## src/rtl/l2_burst_adaptor_if.sv

```systemverilog
// -----------------------------------------------------------------------------
// l2_burst_adaptor_if
// Bundles the L2-controller side (whole-line requests) and the physical memory
// side (multi-beat bursts) of the L2 burst adaptor into one interface.
//
// Parameters:
//   s_offset : log2 bytes per line (line width s_line = 8*2**s_offset bits)
//   s_burst  : memory beat width in bits
//
// Signals (named from the adaptor's point of view):
//   line_i    line to write back          line_o    assembled read line
//   address_i line address from L2        resp_o    one-cycle completion pulse
//   read_i    line read request (level)   write_i   line write request (level)
//   burst_i   read beat from memory       burst_o   write beat to memory
//   address_o burst address (line aligned)
//   read_o    memory burst read request   write_o   memory burst write request
//   resp_i    memory beat handshake
//
// Modports:
//   slave  : the adaptor itself
//   master : the L2 controller / memory model driving the adaptor
// -----------------------------------------------------------------------------
interface l2_burst_adaptor_if #(
   parameter int s_offset = 5,
   parameter int s_burst  = 64
);
   localparam int s_line = 8 * (2 ** s_offset);

   logic [s_line-1:0]  line_i;
   logic [s_line-1:0]  line_o;
   logic [31:0]        address_i;
   logic               read_i;
   logic               write_i;
   logic               resp_o;
   logic [s_burst-1:0] burst_i;
   logic [s_burst-1:0] burst_o;
   logic [31:0]        address_o;
   logic               read_o;
   logic               write_o;
   logic               resp_i;

   modport slave (
      input  line_i, address_i, read_i, write_i, burst_i, resp_i,
      output line_o, resp_o, burst_o, address_o, read_o, write_o
   );

   modport master (
      output line_i, address_i, read_i, write_i, burst_i, resp_i,
      input  line_o, resp_o, burst_o, address_o, read_o, write_o
   );
endinterface

```

## src/rtl/l2_burst_adaptor.sv

```systemverilog
// -----------------------------------------------------------------------------
// l2_burst_adaptor
// Memory-side partner of the L2 data arrays. Converts whole-line read/write
// requests from the L2 controller into fixed-length bursts of s_line/s_burst
// beats on the memory port. Reads assemble beats (beat 0 = lowest bits) into
// line_o; writes serialise the line captured at accept onto burst_o.
//
// Ports:
//   clk  : clock
//   rst  : synchronous, active-high reset
//   bus  : l2_burst_adaptor_if.slave (controller and memory signals)
//   perf_reads_o / perf_writes_o / perf_wait_o (32 bit, saturating) exist only
//   when the macro L2_BURST_ADAPTOR_PERF_EN is defined.
//
// Every output is driven straight from a register.
// -----------------------------------------------------------------------------
module l2_burst_adaptor #(
   parameter int s_offset = 5,
   parameter int s_burst  = 64
) (
   input  logic               clk,
   input  logic               rst,
   l2_burst_adaptor_if.slave  bus
`ifdef L2_BURST_ADAPTOR_PERF_EN
   ,
   output logic [31:0]        perf_reads_o,
   output logic [31:0]        perf_writes_o,
   output logic [31:0]        perf_wait_o
`endif
);

   localparam int s_line = 8 * (2 ** s_offset);
   localparam int beats  = s_line / s_burst;
   localparam int cnt_w  = (beats > 1) ? $clog2(beats) : 1;

   localparam logic [cnt_w-1:0] last_beat = cnt_w'(beats - 1);
   // Clears the byte-offset bits so address_o is always line aligned.
   localparam logic [31:0]      addr_mask = ~((32'd1 << s_offset) - 32'd1);

   typedef enum logic [1:0] {
      IDLE = 2'd0,
      RD   = 2'd1,
      WR   = 2'd2,
      DONE = 2'd3
   } state_t;

   state_t             state_r, state_s;
   logic [cnt_w-1:0]   cnt_r,   cnt_s;
   logic [s_line-1:0]  buf_r,   buf_s;
   logic [s_line-1:0]  line_r,  line_s;
   logic [31:0]        addr_r,  addr_s;
   logic [s_burst-1:0] burst_r, burst_s;
   logic               read_r,  read_s;
   logic               write_r, write_s;
   logic               resp_r,  resp_s;

   // Next-state and next-output logic; every register holds unless changed.
   always_comb begin
      state_s = state_r;
      cnt_s   = cnt_r;
      buf_s   = buf_r;
      line_s  = line_r;
      addr_s  = addr_r;
      burst_s = burst_r;
      read_s  = read_r;
      write_s = write_r;
      resp_s  = 1'b0;

      case (state_r)
         IDLE: begin
            // Write has priority when both requests are raised together.
            if (bus.write_i) begin
               buf_s   = bus.line_i;
               addr_s  = bus.address_i & addr_mask;
               cnt_s   = '0;
               write_s = 1'b1;
               // Beat 0 must already be on burst_o in the first WR cycle.
               burst_s = bus.line_i[s_burst-1:0];
               state_s = WR;
            end else if (bus.read_i) begin
               addr_s  = bus.address_i & addr_mask;
               cnt_s   = '0;
               read_s  = 1'b1;
               state_s = RD;
            end else begin
               state_s = IDLE;
            end
         end

         RD: begin
            if (bus.resp_i) begin
               buf_s[s_burst*int'(cnt_r) +: s_burst] = bus.burst_i;
               if (cnt_r == last_beat) begin
                  // Publish the completed line including the final beat.
                  line_s  = buf_s;
                  read_s  = 1'b0;
                  resp_s  = 1'b1;
                  state_s = DONE;
               end else begin
                  cnt_s = cnt_r + cnt_w'(1);
               end
            end else begin
               state_s = RD;
            end
         end

         WR: begin
            if (bus.resp_i) begin
               if (cnt_r == last_beat) begin
                  write_s = 1'b0;
                  resp_s  = 1'b1;
                  state_s = DONE;
               end else begin
                  cnt_s   = cnt_r + cnt_w'(1);
                  burst_s = buf_r[s_burst*int'(cnt_s) +: s_burst];
               end
            end else begin
               state_s = WR;
            end
         end

         DONE: begin
            // resp_o is high for this cycle only; resp_s defaults low.
            state_s = IDLE;
         end

         default: begin
            state_s = IDLE;
            read_s  = 1'b0;
            write_s = 1'b0;
         end
      endcase
   end

   // State register and all registered outputs, cleared by synchronous reset.
   always_ff @(posedge clk) begin
      if (rst) begin
         state_r <= IDLE;
         cnt_r   <= '0;
         buf_r   <= '0;
         line_r  <= '0;
         addr_r  <= 32'd0;
         burst_r <= '0;
         read_r  <= 1'b0;
         write_r <= 1'b0;
         resp_r  <= 1'b0;
      end else begin
         state_r <= state_s;
         cnt_r   <= cnt_s;
         buf_r   <= buf_s;
         line_r  <= line_s;
         addr_r  <= addr_s;
         burst_r <= burst_s;
         read_r  <= read_s;
         write_r <= write_s;
         resp_r  <= resp_s;
      end
   end

   assign bus.line_o    = line_r;
   assign bus.address_o = addr_r;
   assign bus.burst_o   = burst_r;
   assign bus.read_o    = read_r;
   assign bus.write_o   = write_r;
   assign bus.resp_o    = resp_r;

`ifdef L2_BURST_ADAPTOR_PERF_EN
   logic        op_wr_r;
   logic [31:0] perf_reads_r;
   logic [31:0] perf_writes_r;
   logic [31:0] perf_wait_r;

   function automatic logic [31:0] sat_inc(input logic [31:0] v);
      return (v == 32'hFFFF_FFFF) ? v : (v + 32'd1);
   endfunction

   // Remember the kind of transaction accepted from IDLE, for DONE accounting.
   always_ff @(posedge clk) begin
      if (rst) begin
         op_wr_r <= 1'b0;
      end else if (state_r == IDLE) begin
         op_wr_r <= bus.write_i;
      end else begin
         op_wr_r <= op_wr_r;
      end
   end

   // Saturating transaction and memory-stall counters.
   always_ff @(posedge clk) begin
      if (rst) begin
         perf_reads_r  <= 32'd0;
         perf_writes_r <= 32'd0;
         perf_wait_r   <= 32'd0;
      end else begin
         if (state_r == DONE && !op_wr_r) begin
            perf_reads_r <= sat_inc(perf_reads_r);
         end
         if (state_r == DONE && op_wr_r) begin
            perf_writes_r <= sat_inc(perf_writes_r);
         end
         if ((read_r | write_r) & ~bus.resp_i) begin
            perf_wait_r <= sat_inc(perf_wait_r);
         end
      end
   end

   assign perf_reads_o  = perf_reads_r;
   assign perf_writes_o = perf_writes_r;
   assign perf_wait_o   = perf_wait_r;
`endif

endmodule

```

## src/flat_wrapper.sv

```systemverilog
// flat-port wrapper written by rule: the top's interface ports become plain ports
module l2_burst_adaptor_flat 
#(
   parameter int s_offset = 5,
   parameter int s_burst  = 64
)
  (clk, rst, bus_line_i, bus_address_i, bus_read_i, bus_write_i, bus_burst_i, bus_resp_i, bus_line_o, bus_resp_o, bus_burst_o, bus_address_o, bus_read_o, bus_write_o);
  l2_burst_adaptor_if #(.s_offset(s_offset), .s_burst(s_burst)) bus_i ();
  input  logic clk;
  input  logic rst;
  input wire logic [$bits(bus_i.line_i)-1:0] bus_line_i;
  input wire logic [$bits(bus_i.address_i)-1:0] bus_address_i;
  input wire logic [$bits(bus_i.read_i)-1:0] bus_read_i;
  input wire logic [$bits(bus_i.write_i)-1:0] bus_write_i;
  input wire logic [$bits(bus_i.burst_i)-1:0] bus_burst_i;
  input wire logic [$bits(bus_i.resp_i)-1:0] bus_resp_i;
  output wire logic [$bits(bus_i.line_o)-1:0] bus_line_o;
  output wire logic [$bits(bus_i.resp_o)-1:0] bus_resp_o;
  output wire logic [$bits(bus_i.burst_o)-1:0] bus_burst_o;
  output wire logic [$bits(bus_i.address_o)-1:0] bus_address_o;
  output wire logic [$bits(bus_i.read_o)-1:0] bus_read_o;
  output wire logic [$bits(bus_i.write_o)-1:0] bus_write_o;
  assign bus_i.line_i = bus_line_i;
  assign bus_i.address_i = bus_address_i;
  assign bus_i.read_i = bus_read_i;
  assign bus_i.write_i = bus_write_i;
  assign bus_i.burst_i = bus_burst_i;
  assign bus_i.resp_i = bus_resp_i;
  assign bus_line_o = bus_i.line_o;
  assign bus_resp_o = bus_i.resp_o;
  assign bus_burst_o = bus_i.burst_o;
  assign bus_address_o = bus_i.address_o;
  assign bus_read_o = bus_i.read_o;
  assign bus_write_o = bus_i.write_o;
  l2_burst_adaptor #(.s_offset(s_offset), .s_burst(s_burst)) u_core (.clk(clk), .rst(rst), .bus(bus_i));
endmodule
```

## config.mk

```make
export PLATFORM = sky130hd
export DESIGN_NAME = l2_burst_adaptor_flat
export DESIGN_NICKNAME = d
export VERILOG_FILES = /design/src/rtl/l2_burst_adaptor_if.sv /design/src/rtl/l2_burst_adaptor.sv /design/src/flat_wrapper.sv
export SDC_FILE = /design/constraint.sdc
export NUM_CORES = 2
export LEC_CHECK = 0
export CORE_MARGIN = 1.5
export CORE_UTILIZATION = 38
export CTS_BUF_LIST = sky130_fd_sc_hd__clkbuf_2 sky130_fd_sc_hd__clkbuf_4 sky130_fd_sc_hd__clkbuf_8
export DETAILED_ROUTE_END_ITERATION = 10
export GPL_ROUTABILITY_DRIVEN = 0
export MAX_ROUTING_LAYER = met4
export PLACE_DENSITY = 0.75
export SLEW_MARGIN = 10
export SYNTH_ARGS = -nofsm -noshare
export SYNTH_HDL_FRONTEND = slang
export SYNTH_SLANG_ARGS = --single-unit
```

## constraint.sdc

```tcl
create_clock -name clk -period 2.7 [get_ports clk]
set_input_delay 0.54 -clock clk [delete_from_list [all_inputs] [get_ports clk]]
set_output_delay 0.54 -clock clk [all_outputs]
set_load 0.02 [all_outputs]
```

# After elaboration in Yosys (flattened, before gate mapping)
# Cells that the tools add are included.
# W data, S select, Z words.
[totals]
rom_bits = 0
mem_count = 0
output_inout_bits = 355
inputBits = 357
ff_bits = 615
word_cells = 74
ram_bits = 0
latchBits = 0
[op_classes]
div = 0
mul = 0
shift = 3
eq_ne = 15
n_addsub = 2
n_bitwise = 2
n_lt_le_gt_ge = 0
n_reduce_logical = 14
mux = 29
[ops]
columns = ["operator", "count"]
rows = [
  ["$mux W256", 2],
  ["$pmux W256 S2", 1],
  ["$bwmux W256", 1],
  ["$shift A64 B33 Y256 const A", 1],
  ["$shiftx A256 B9 Y64", 1],
  ["$shiftx A64 B33 Y256", 1],
  ["$mux W64", 3],
  ["$pmux W64 S2", 1],
  ["$mux W32", 2],
  ["$neg A8 Y33", 1],
  ["$mux W2", 8],
  ["$ne A2 B2 Y1 const B", 7],
  ["$reduce_and A4 Y1", 3],
  ["$pmux W2 S4", 1],
  ["$reduce_bool A2 Y1", 4],
  ["$mux W1", 7],
  ["$eq A2 B2 Y1 const B", 3],
  ["$ne A2 B1 Y1 const B", 3],
  ["$reduce_and A3 Y1", 2],
  ["$reduce_and A5 Y1", 1],
  ["$pmux W1 S2", 2],
  ["$pmux W2 S2", 1],
  ["$ne A3 B3 Y1 const B", 1],
  ["$reduce_or A3 Y1", 1],
  ["other kinds (6)", 7],
]

# Longest topological paths before layout
[depth]
ltp_word = 5
depth_mapped = 10
mapped_depth_nobuf = 6

# Worst setup path before layout
# OpenSTA, ideal clock, no wires.
[synth_path]
kind = "register -> register"
start = "register u_core.cnt_r[0]"
end = "register u_core.buf_r[10]"
arrival_time_ps = 2240
path_stages_with_launch = 11
n_path_buf = 4
required_ps = 2640
setup_time_ps = 60
synth_period_minus_slack_ps = 2299
setup_slack_ps = 401
path_cell_list = "dfxtp_1 > buf_2 > inv_1 > ha_1 > clkbuf_1 > nor3b_1 > clkbuf_1 > clkbuf_1 > a31oi_1 > a21oi_1 > a22o_1"
[synth_between]
elab_chain_cells = 5
word_cells_on_any_way = 6
classes_between = "add/sub: 1; shift: 2; mux: 3"
[synth_rtl]
columns = ["element", "line_no", "source"]
rows = [
  ["from (decl)", "l2_burst_adaptor.sv:48", "logic [cnt_w-1:0] cnt_r, cnt_s;"],
  ["from (signal assigned)", "l2_burst_adaptor.sv:149", "cnt_r <= cnt_s;"],
  ["$neg A8 Y33 (*)", "l2_burst_adaptor.sv:92", "buf_s[s_burst*int'(cnt_r) +: s_burst] = bus.burst_i;"],
  ["$shiftx A64 B33 Y256 or $shift A64 B33 Y256 (tied branches)", "l2_burst_adaptor.sv:92", ""],
  ["$bwmux W256 (*)", "l2_burst_adaptor.sv:92", ""],
  ["$mux W256 (*)", "l2_burst_adaptor.sv:91", "if (bus.resp_i) begin"],
  ["$pmux W256 S2 (*)", "l2_burst_adaptor.sv:69", "case (state_r)"],
  ["to (signal assigned)", "l2_burst_adaptor.sv:150", "buf_r <= buf_s;"],
  ["to (decl)", "l2_burst_adaptor.sv:49", "logic [s_line-1:0] buf_r, buf_s;"],
]
# Every way passes the cells marked *; elsewhere a longest branch is shown, timed or not. The select of a mux whose other input is x is not followed.
# A chain may end at the register's enable or synchronous reset.

# Final worst setup path
[layout_path]
start = "register u_core.state_r[0]"
end = "register u_core.burst_r[20], in the netlist u_core.bus.burst_o[20]"
[layout_between]
elab_chain_cells = 3
word_cells_on_any_way = 8
classes_between = "eq/ne: 4; mux: 1; reduce/logical: 3"
[layout_rtl]
columns = ["element", "line_no", "source"]
rows = [
  ["from (decl)", "l2_burst_adaptor.sv:47", "state_t state_r, state_s;"],
  ["from (signal assigned)", "l2_burst_adaptor.sv:148", "state_r <= state_s;"],
  ["$eq A2 B2 Y1 or $logic_not A2 Y1 (tied branches)", "l2_burst_adaptor.sv:69", ""],
  ["$ne A2 B2 Y1 (no line) or $reduce_bool A2 Y1 (tied branches)", "n/a", ""],
  ["$reduce_and A4 Y1 (no line)", "n/a", ""],
  ["to (signal assigned)", "l2_burst_adaptor.sv:153", "burst_r <= burst_s;"],
  ["to (decl)", "l2_burst_adaptor.sv:52", "logic [s_burst-1:0] burst_r, burst_s;"],
]
# Parallel ways exist; a longest one is shown, timed or not.

==> flow_summary.json <==
{
  "synth-adder-area-share_pct": 0.3957,
  "worstPathArrival_ns": 3.09,
  "max_clock_freq_ghz": 0.3975,
  "period_share_pct": 93.17,
  "seqCellArea_um2": 12220,
  "outcome": "finished, final reports clean",
  "postCtsSetupBuffers": 0,
  "multi_input_area_um2": 14620,
  "crit_required_ns": 3.27,
  "die_h_um": 276.7,
  "coreArea_um2": 74320,
  "post_drt_wl_per_cell_um": 23.45,
  "drt_pass1_iterations": 6,
  "clock_skew_ns": 0.05421,
  "p_comb_share_pct": 36.2,
  "die_width_um": 276.7,
  "drc": 0,
  "drtIter0Drc": 3626,
  "yosysWarnings": 0,
  "critPathLaunchType": "flip-flop",
  "crit_type": "reg -> reg",
  "placed_cell_area_um2": 36560,
  "slew_violations": 0,
  "yosys.area_share.xor_xnor_pct": 0,
  "seq_area_frac_synth_pct": 42.91,
  "cts_root_buffer": "clkbuf_8",
  "layout-drive-gt1-share_pct": 7.267,
  "antenna_found_initial": 25,
  "fill_cells": 6903,
  "switching_share_pct": 37.86,
  "cts_tree": "done",
  "p_per_area_nw_per_um2": 826.2,
  "synthSimpleGateAreaFrac_pct": 13.78,
  "via_per_inst": 5.998,
  "cts_num_sinks": 610,
  "routed_wl_um": 120800,
  "grt_util_all_layers_pct": 30.85,
  "hpwl_um": 77490,
  "cts.clk_slew.worst_paths_ns": 0.07,
  "syn2layout_area_growth_pct": 36.72,
  "layout_min_cycle_time_ns": 2.516,
  "hold_viol": 0,
  "port_buffers": 701,
  "sequentialPowerShare_pct": 35.3,
  "fin_area_um2": 38910,
  "async_flop_share_pct": 0,
  "synth_area_um2": 28460,
  "syn_avg_cell_area_um2": 8.005,
  "grt-ovfl-total": 0,
  "synth-main-ff-cell": "dfxtp_1",
  "netSwitchingPower_mw": 12.17,
  "ys_ff_latch": 610,
  "grt_pass1_wl_um": 180100,
  "path_max_fanout": 138,
  "numCtsBuffers": 103,
  "ctsResizeCount": 0,
  "power.share.clock_pct": 28.5,
  "finalSetupTns_ns": 0,
  "p_int_mw": 19.98,
  "holdBufCountCts": 0,
  "hold_class": "in -> reg",
  "vias": 30890,
  "ant_nets": 0,
  "synth_compound_area_share_pct": 31.99,
  "total_power_mw": 32.15,
  "worstMarginPinSlew_ns": 1.288,
  "start_util_pct": 38.29,
  "cellLeakagePower_nw": 13.93,
  "clock_path_buffers": 3,
  "synthMuxAreaShare_pct": 4.573,
  "relSlewSlack_pct": 14.14,
  "end_kind": "flip-flop",
  "post-route-util_pct": 52.35,
  "dieArea_um2": 76540,
  "h-tree-depth": 3,
  "setup_viol": 0,
  "cap_violations": 0,
  "vdd_drop_max_uv": 577.3,
  "synth_top_family_by_area": "compound AO/OA/AOI/OAI gates",
  "synthCells": 3555,
  "final_cell_mix": "clkdlybuf4s50_1 (699), a21oi_1 (645), dfxtp_1 (609)",
  "synth_edf_count": 0,
  "synth_cell_types": 49,
  "insertion_delay_ns": 0.74,
  "grt_pass1_vias": 29170,
  "grt_max_degree": 204,
  "io_pins": 712,
  "nets": 4441,
  "final_common_cell": "clkdlybuf4s50_1",
  "rsz0062_at_grt": "no",
  "std_cell_rows": 100
}
## state kept, by name, indices dropped and copies added (netlist names)
register,count
u_core.buf_r,256
u_core.bus.line_o,256
u_core.bus.burst_o,64
u_core.bus.address_o,27
u_core.cnt_r,2
u_core.state_r,2
u_core.bus.read_o,1
u_core.bus.resp_o,1
u_core.bus.write_o,1
## layout make-up
class / count / share of cell area [%]
Clock buffer: 169 / 5.432
Antenna cell: 26 / 0.1672
Tap cell: 969 / 3.116
Sequential cell: 610 / 31.40
Clock inverter: 17 / 0.4470
Multi-Input combinational cell: 2500 / 37.57
Inverter: 73 / 0.7268
Timing Repair Buffer: 787 / 21.15
## critical path: stages, from the launching register on
cell,delay (ns)
dfxtp_1,0.35
inv_1,0.18
ha_4,0.21
buf_12,0.40
nor2_1,0.22
a211o_4,0.39
buf_12,0.18
nor3_1,0.29
nor2_1,0.08
## routing by layer
layer / wire length (um) / part of all wire, % / vias up / global-route usage (%)
met4: 5691 / 4.7 / 0 / 15.64
li1: - / - / 14040 / -
met3: 13520 / 11 / 332 / 7.315
met1: 46560 / 39 / 14480 / 37.90
met5: 0 / 0 / - / -
met2: 55010 / 46 / 2045 / 47.26
## cells in the mapped netlist, types with 2 or more instances
master | n | share of area [%]
inv_1 | 70 | 0.92
nand4_1 | 2 | 0.044
inv_2 | 3 | 0.040
a22o_1 | 146 | 4.5
buf_2 | 39 | 0.69
nand3_1 | 114 | 2.0
o21ai_1 | 309 | 5.4
a22oi_1 | 110 | 2.9
o22ai_1 | 172 | 3.8
nor3_1 | 66 | 1.2
dfxtp_1 | 610 | 43
nor2b_1 | 144 | 3.2
nor2_1 | 280 | 3.7
a21oi_1 | 645 | 11
mux2i_1 | 130 | 4.6
a211oi_1 | 2 | 0.053
clkbuf_1 | 289 | 3.8
o31ai_1 | 5 | 0.13
a31oi_1 | 144 | 3.2
buf_1 | 36 | 0.47
nand2_1 | 57 | 0.75
and2_1 | 3 | 0.066
o21ai_0 | 16 | 0.28
ha_1 | 9 | 0.40
a2bb2oi_1 | 2 | 0.062
or2_1 | 2 | 0.044
nor3b_1 | 4 | 0.11
o311ai_1 | 2 | 0.062
buf_4 | 5 | 0.13
nand2b_1 | 113 | 2.5
a32oi_1 | 2 | 0.062
buf_6 | 7 | 0.28
## worst paths after layout
kind | slack [ns] | startpoint | cells after the start | end
max | 0.18 | u_core.state_r[0] | 8 | u_core.bus.burst_o[20]
max reg2reg | 0.18 | u_core.state_r[0] | 8 | u_core.bus.burst_o[20]
min | 0.24 | rst | 4 | u_core.bus.line_o[115]
min reg2reg | 0.45 | u_core.bus.address_o[19] | 2 | u_core.bus.address_o[19]
## kinds of logic (layout without fill, tap and decap cells)
logic type                 Yosys count  in the layout
and+or+nand+nor                    794            794
adders and majority gates            9              9
buffers and inverters              449           1046
muxes                              130            130
other                                1             31
DFF                                610            610
AOI/OAI and AO/OA                 1562           1562
## power by group through the flow
| stage | Combinational, mW | Clock, mW | Sequential, mW |
|---|---|---|---|
| 2_1_floorplan | 6.75 | 0 | 11.6 |
| 3_3_place_gp | 11.2 | 0 | 11.4 |
| 3_5_place_dp | 11.4 | 0 | 11.5 |
| 4_1_cts | 11.4 | 9.26 | 11.3 |
| 5_1_grt | 12.3 | 9.65 | 11.5 |
| 6_report | 11.6 | 9.17 | 11.3 |
## through the flow
stage	setup slack, ns	cells	hold WS, ns
6_report	0.1844	5151	0.2388
5_1_grt	0.1028	5150	0.2200
4_1_cts	0.1706	5125	0.1751
2_1_floorplan	0.4008	3559	0.4634
3_5_place_dp	0.1712	4939	0.4464
3_3_place_gp	0.2096	4939	0.4412
Power figures use the tool's default switching activity.
